[config.mk]
export PLATFORM = sky130hd
export DESIGN_NAME = instr_fetch_unit
export DESIGN_NICKNAME = d
export VERILOG_FILES = /design/src/rtl/instr_fetch_unit.sv
export SDC_FILE = /design/constraint.sdc
export NUM_CORES = 1
export LEC_CHECK = 0
export ABC_CLOCK_PERIOD_IN_PS = 3320
export CAP_MARGIN = 15
export CORE_MARGIN = 4
export CORE_UTILIZATION = 29
export CTS_BUF_LIST = sky130_fd_sc_hd__clkbuf_8
export CTS_CLUSTER_DIAMETER = 30
export CTS_CLUSTER_SIZE = 20
export DETAILED_ROUTE_END_ITERATION = 10
export HOLD_SLACK_MARGIN = 0.15
export SYNTH_ARGS = -nofsm -noshare
export SYNTH_HDL_FRONTEND = slang
export SYNTH_SLANG_ARGS = --single-unit
export TNS_END_PERCENT = 50
[constraint.sdc]
create_clock -name clk -period 3.32 [get_ports clk]
set_input_delay 0.664 -clock clk [delete_from_list [all_inputs] [get_ports clk]]
set_output_delay 0.664 -clock clk [all_outputs]
set_load 0.005 [all_outputs]
[src/rtl/instr_fetch_unit.sv]
// Instruction fetch stage feeding the decoder.
//
// Holds a loadable program store and a program counter. One instruction at a time
// is presented on id with a valid/ready handshake. On each accepted instruction
// the PC either advances (wrapping at 2**AW) or takes the decoder's jump target.
// Fetching stops after a HALT instruction has been accepted.
//
// Ports:
//   clk        system clock, rising-edge
//   rst        asynchronous active-high reset
//   start      single-cycle pulse, begin fetching from address 0 (IDLE/HALTED only)
//   load_en    program-store write enable (IDLE/HALTED only)
//   load_addr  program-store write address
//   load_data  program-store write data
//   jmp_en     jump request, sampled only on a handshake cycle
//   jmp_addr   jump target
//   id_ready   decoder accepts id this cycle
//   id         instruction presented to the decoder
//   id_valid   id holds a valid instruction
//   pc         address of the instruction being fetched or presented
//   busy       high in FETCH or VALID
//   halted     high in HALTED
module instr_fetch_unit #(
  parameter int unsigned IW      = 18,
  parameter int unsigned AW      = 6,
  parameter logic [3:0]  HALT_OP = 4'b1000
) (
  input  logic          clk,
  input  logic          rst,
  input  logic          start,
  input  logic          load_en,
  input  logic [AW-1:0] load_addr,
  input  logic [IW-1:0] load_data,
  input  logic          jmp_en,
  input  logic [AW-1:0] jmp_addr,
  input  logic          id_ready,
  output logic [IW-1:0] id,
  output logic          id_valid,
  output logic [AW-1:0] pc,
  output logic          busy,
  output logic          halted
);

  typedef enum logic [1:0] {StIdle, StFetch, StValid, StHalted} state_e;

  state_e        state_q;
  logic [IW-1:0] id_q;
  logic          id_valid_q;
  logic [AW-1:0] pc_q;
  logic          busy_q;
  logic          halted_q;

  // Program store is deliberately left out of reset so a program survives rst.
  logic [IW-1:0] mem [2**AW];

  logic load_window;
  logic is_halt;

  assign load_window = (state_q == StIdle) || (state_q == StHalted);
  assign is_halt     = (id_q[IW-1 -: 4] == HALT_OP);

  always_ff @(posedge clk) begin
    if (load_window && load_en) begin
      mem[load_addr] <= load_data;
    end
  end

  always_ff @(posedge clk or posedge rst) begin
    if (rst) begin
      state_q    <= StIdle;
      id_q       <= '0;
      id_valid_q <= 1'b0;
      pc_q       <= '0;
      busy_q     <= 1'b0;
      halted_q   <= 1'b0;
    end else begin
      case (state_q)
        StIdle, StHalted: begin
          if (start) begin
            pc_q     <= '0;
            busy_q   <= 1'b1;
            halted_q <= 1'b0;
            state_q  <= StFetch;
          end
        end
        StFetch: begin
          id_q       <= mem[pc_q];
          id_valid_q <= 1'b1;
          state_q    <= StValid;
        end
        StValid: begin
          // id and pc hold indefinitely until the decoder takes the instruction.
          if (id_ready) begin
            id_valid_q <= 1'b0;
            if (is_halt) begin
              // PC stays on the HALT word; a concurrent jump request is dropped.
              busy_q   <= 1'b0;
              halted_q <= 1'b1;
              state_q  <= StHalted;
            end else begin
              pc_q    <= jmp_en ? jmp_addr : pc_q + AW'(1);
              state_q <= StFetch;
            end
          end
        end
        default: begin
          state_q <= StIdle;
        end
      endcase
    end
  end

  assign id       = id_q;
  assign id_valid = id_valid_q;
  assign pc       = pc_q;
  assign busy     = busy_q;
  assign halted   = halted_q;

endmodule

==> run metrics <==
num rows=about 150; Core Util, Final=0.351; CP max-delay cell=dfrtp_2; leakage power=~17 nW; min cycle time layout=3.17 ns; grt ovf=0; via count=23,700; CP Launch Type=register; hpwl dp=between 70 and 80 mm; largest area contributor in the netlist=edfxtp_1; # clock sinks=between 1,000 and 1,500; Placeable Area=approximately 0.16 mm^2; Synthesized Nets=~2,200; Worst Setup End Kind=output port; worst skew pair latency=between 0.8 and 0.9 ns; worst path bufs/invs=2; Post-synth top cells=edfxtp_1, mux4_2, mux2i_1, nor2_1, nand2_1; CTS Buf Count=a little over 200; Final Skew=about 0.052 ns; final setup fails=0; CP cell instances=buf_4, clkdlybuf4s50_1; Relative slew margins=0.366; Synth Cell Area=0.0459 mm^2; CP top delay family=buffers and inverters; Total Routed Length=~120 mm; count of final hold-check violations=0; Die W=approximately 400 um; WL/cell=~26 um; CP peak stage delay=0.64 ns; Max-Cap Viols=0; initial antenna violation count=10; required time of the critical path=about 2.7 ns; GP Congestion=about 0.82; Async S/R FF share, synth=0.0246; Post-synth top flop=edfxtp_1; unrepaired setup endpoints after global routing=false; Die Y=between 400 and 500 um; via/cell ratio=~5.0; overall power=roughly 40 mW; vias in the first global route=around 24,000; total of warnings raised by yosys=0; DRT iter0 DRCs=around 2,700; Synth area leaders=edfxtp_1, mux4_2, mux2i_1; CTS tree=yes; final net count=approximately 2,600; Routed Antenna Nets=0; post-route setup TNS=0 ns; Critical Path AT=~2.5 ns; Clock Path Buffers=3; Mapped Avg Cell Area=approximately 21 um^2; Worst Slack Setup Final=approximately 0.15 ns; CTS H-tree depth=4; sequential area share after synthesis=0.770; global-route wire length before repair=roughly 170 mm; DR DRC count=0; Post-Place Worst Slack=approximately 0.17 ns; Ports=between 60 and 70; Initial Util=0.293; Post-synth EDFFs=around 1,200; top-area cell type share of the netlist area=0.754; largest net degree at the start of global routing=between 60 and 70; worst hold-check slack=~0.2 ns; fraction of layout cells with a size suffix above 1=0.319; Die Area=~0.16 mm^2; Fmax achieved=approximately 320 MHz; top-count cell post-synth=edfxtp_1; Final Max Tran Viols=0; post-synth cell types=between 60 and 70; CP Max Fanout=18; Min-Delay Path Class=in -> async; maximum vdd drop=about 0.00034 V; Tcrit/Tclk final=0.955; Reg clk slew, reported paths=roughly 0.07 ns; status=finished clean; CTS Root Cell=clkbuf_8; number of port buffers=between 60 and 70; area grow syn2layout=19.9%; Worst Max-Slew Pin Slew=around 0.95 ns; Power Density=between 700 and 800 mW/mm^2; #FFs+latches synth=1,181; Cells after Synth=around 2,200; 1st-pass router iterations=7; Tot GR Track Use=0.147; kind of critical path=reg -> out
## worst min-delay path, cell delays in order
cell and delay (ns):
clkdlybuf4s50_1 0.40, inv_1 0.05, buf_4 0.42
## flip-flops by register name, indices dropped and copies added, names as in the netlist
signal	cells
id_valid	1
state_q	2
halted	1
busy	1
mem	1152
pc	6
id	18
## per-layer routing
metal | global-route usage | wire, um
met1 | 0.205 | 51300
met5 | 0.00178 | 116
met3 | 0.0358 | 10800
met2 | 0.228 | 56800
met4 | 0.0412 | 2530
## power breakdown
| part | switching [mW] | internal (mW) | total [mW] | leakage, nW |
|---|---|---|---|---|
| Sequential | 0.417 | 16.6 | 17.0 | 10.7 |
| Clock | 6.66 | 8.07 | 14.7 | 2.36 |
| Combinational | 4.53 | 3.60 | 8.13 | 3.85 |
| Total | 11.6 | 28.3 | 39.9 | 16.9 |
## cell families after synthesis
| logic type | count (synthesis) | share of synthesized area |
|---|---|---|
| AO/OA/AOI/OAI | 230 | 0.0358 |
| adder cells (fa/ha/maj) | 4 | 0.00109 |
| buffers and inverters | 138 | 0.0178 |
| flip-flops | 1181 | 0.770 |
| multiplexers | 410 | 0.152 |
| AND/OR/NAND/NOR | 225 | 0.0230 |
## worst paths after layout
check	start	endpoint	cells after the start	slack, ns
worst max-delay path	pc[4]$_DFFE_PP0P_	pc[4]	2	0.15
worst min-delay path	rst	id[6]$_DFFE_PP0P_	3	0.20
worst max register to register	pc[1]$_DFFE_PP0P_	id[17]$_DFFE_PP0P_	7	0.21
worst min register to register	busy$_DFFE_PP0P_	busy$_DFFE_PP0P_	2	0.52
max in group asynchronous	rst	pc[1]$_DFFE_PP0P_	3	2.69
min in group clk	load_data[15]	mem[56][15]$_DFFE_PP_	1	0.22
## through the flow
stage	instance area (um^2)	cells
4_1_cts	55000	4762
2_1_floorplan	45900	2188
5_1_grt	55000	4763
6_report	55000	4766
3_5_place_dp	50300	4373
3_3_place_gp	50300	4373
## final cells by class
cell class	count	area, um^2
clock buffers	204	2810
diodes	4	10.0
well taps	2058	2570
fillers	14600	102000
flip-flops and latches	1181	35300
repair buffers	250	2450
clock inverters	183	1870
inverters	17	63.8
multi-input cells	869	9880
## placed cells by master (no fill, tap or decap), types with 33 or more instances in the layout
cell type,n
o21ai_0,33
buf_12,41
o22ai_1,38
mux4_2,228
inv_1,39
buf_4,147
nand2_1,45
clkdlybuf4s50_1,44
clkbuf_8,204
nor2_2,61
edfxtp_1,1152
nor2_1,38
mux2i_1,167
## timing repair
| action | 4_1_cts | 5_1_grt |
|---|---|---|
| endpoints found under the setup margin | 1 | 0 |
| resized for setup | 0 | 0 |
| setup buffers | 2 | 0 |
| hold buffers | 0 | 0 |
No activity file was read; power rests on OpenSTA's default activity.
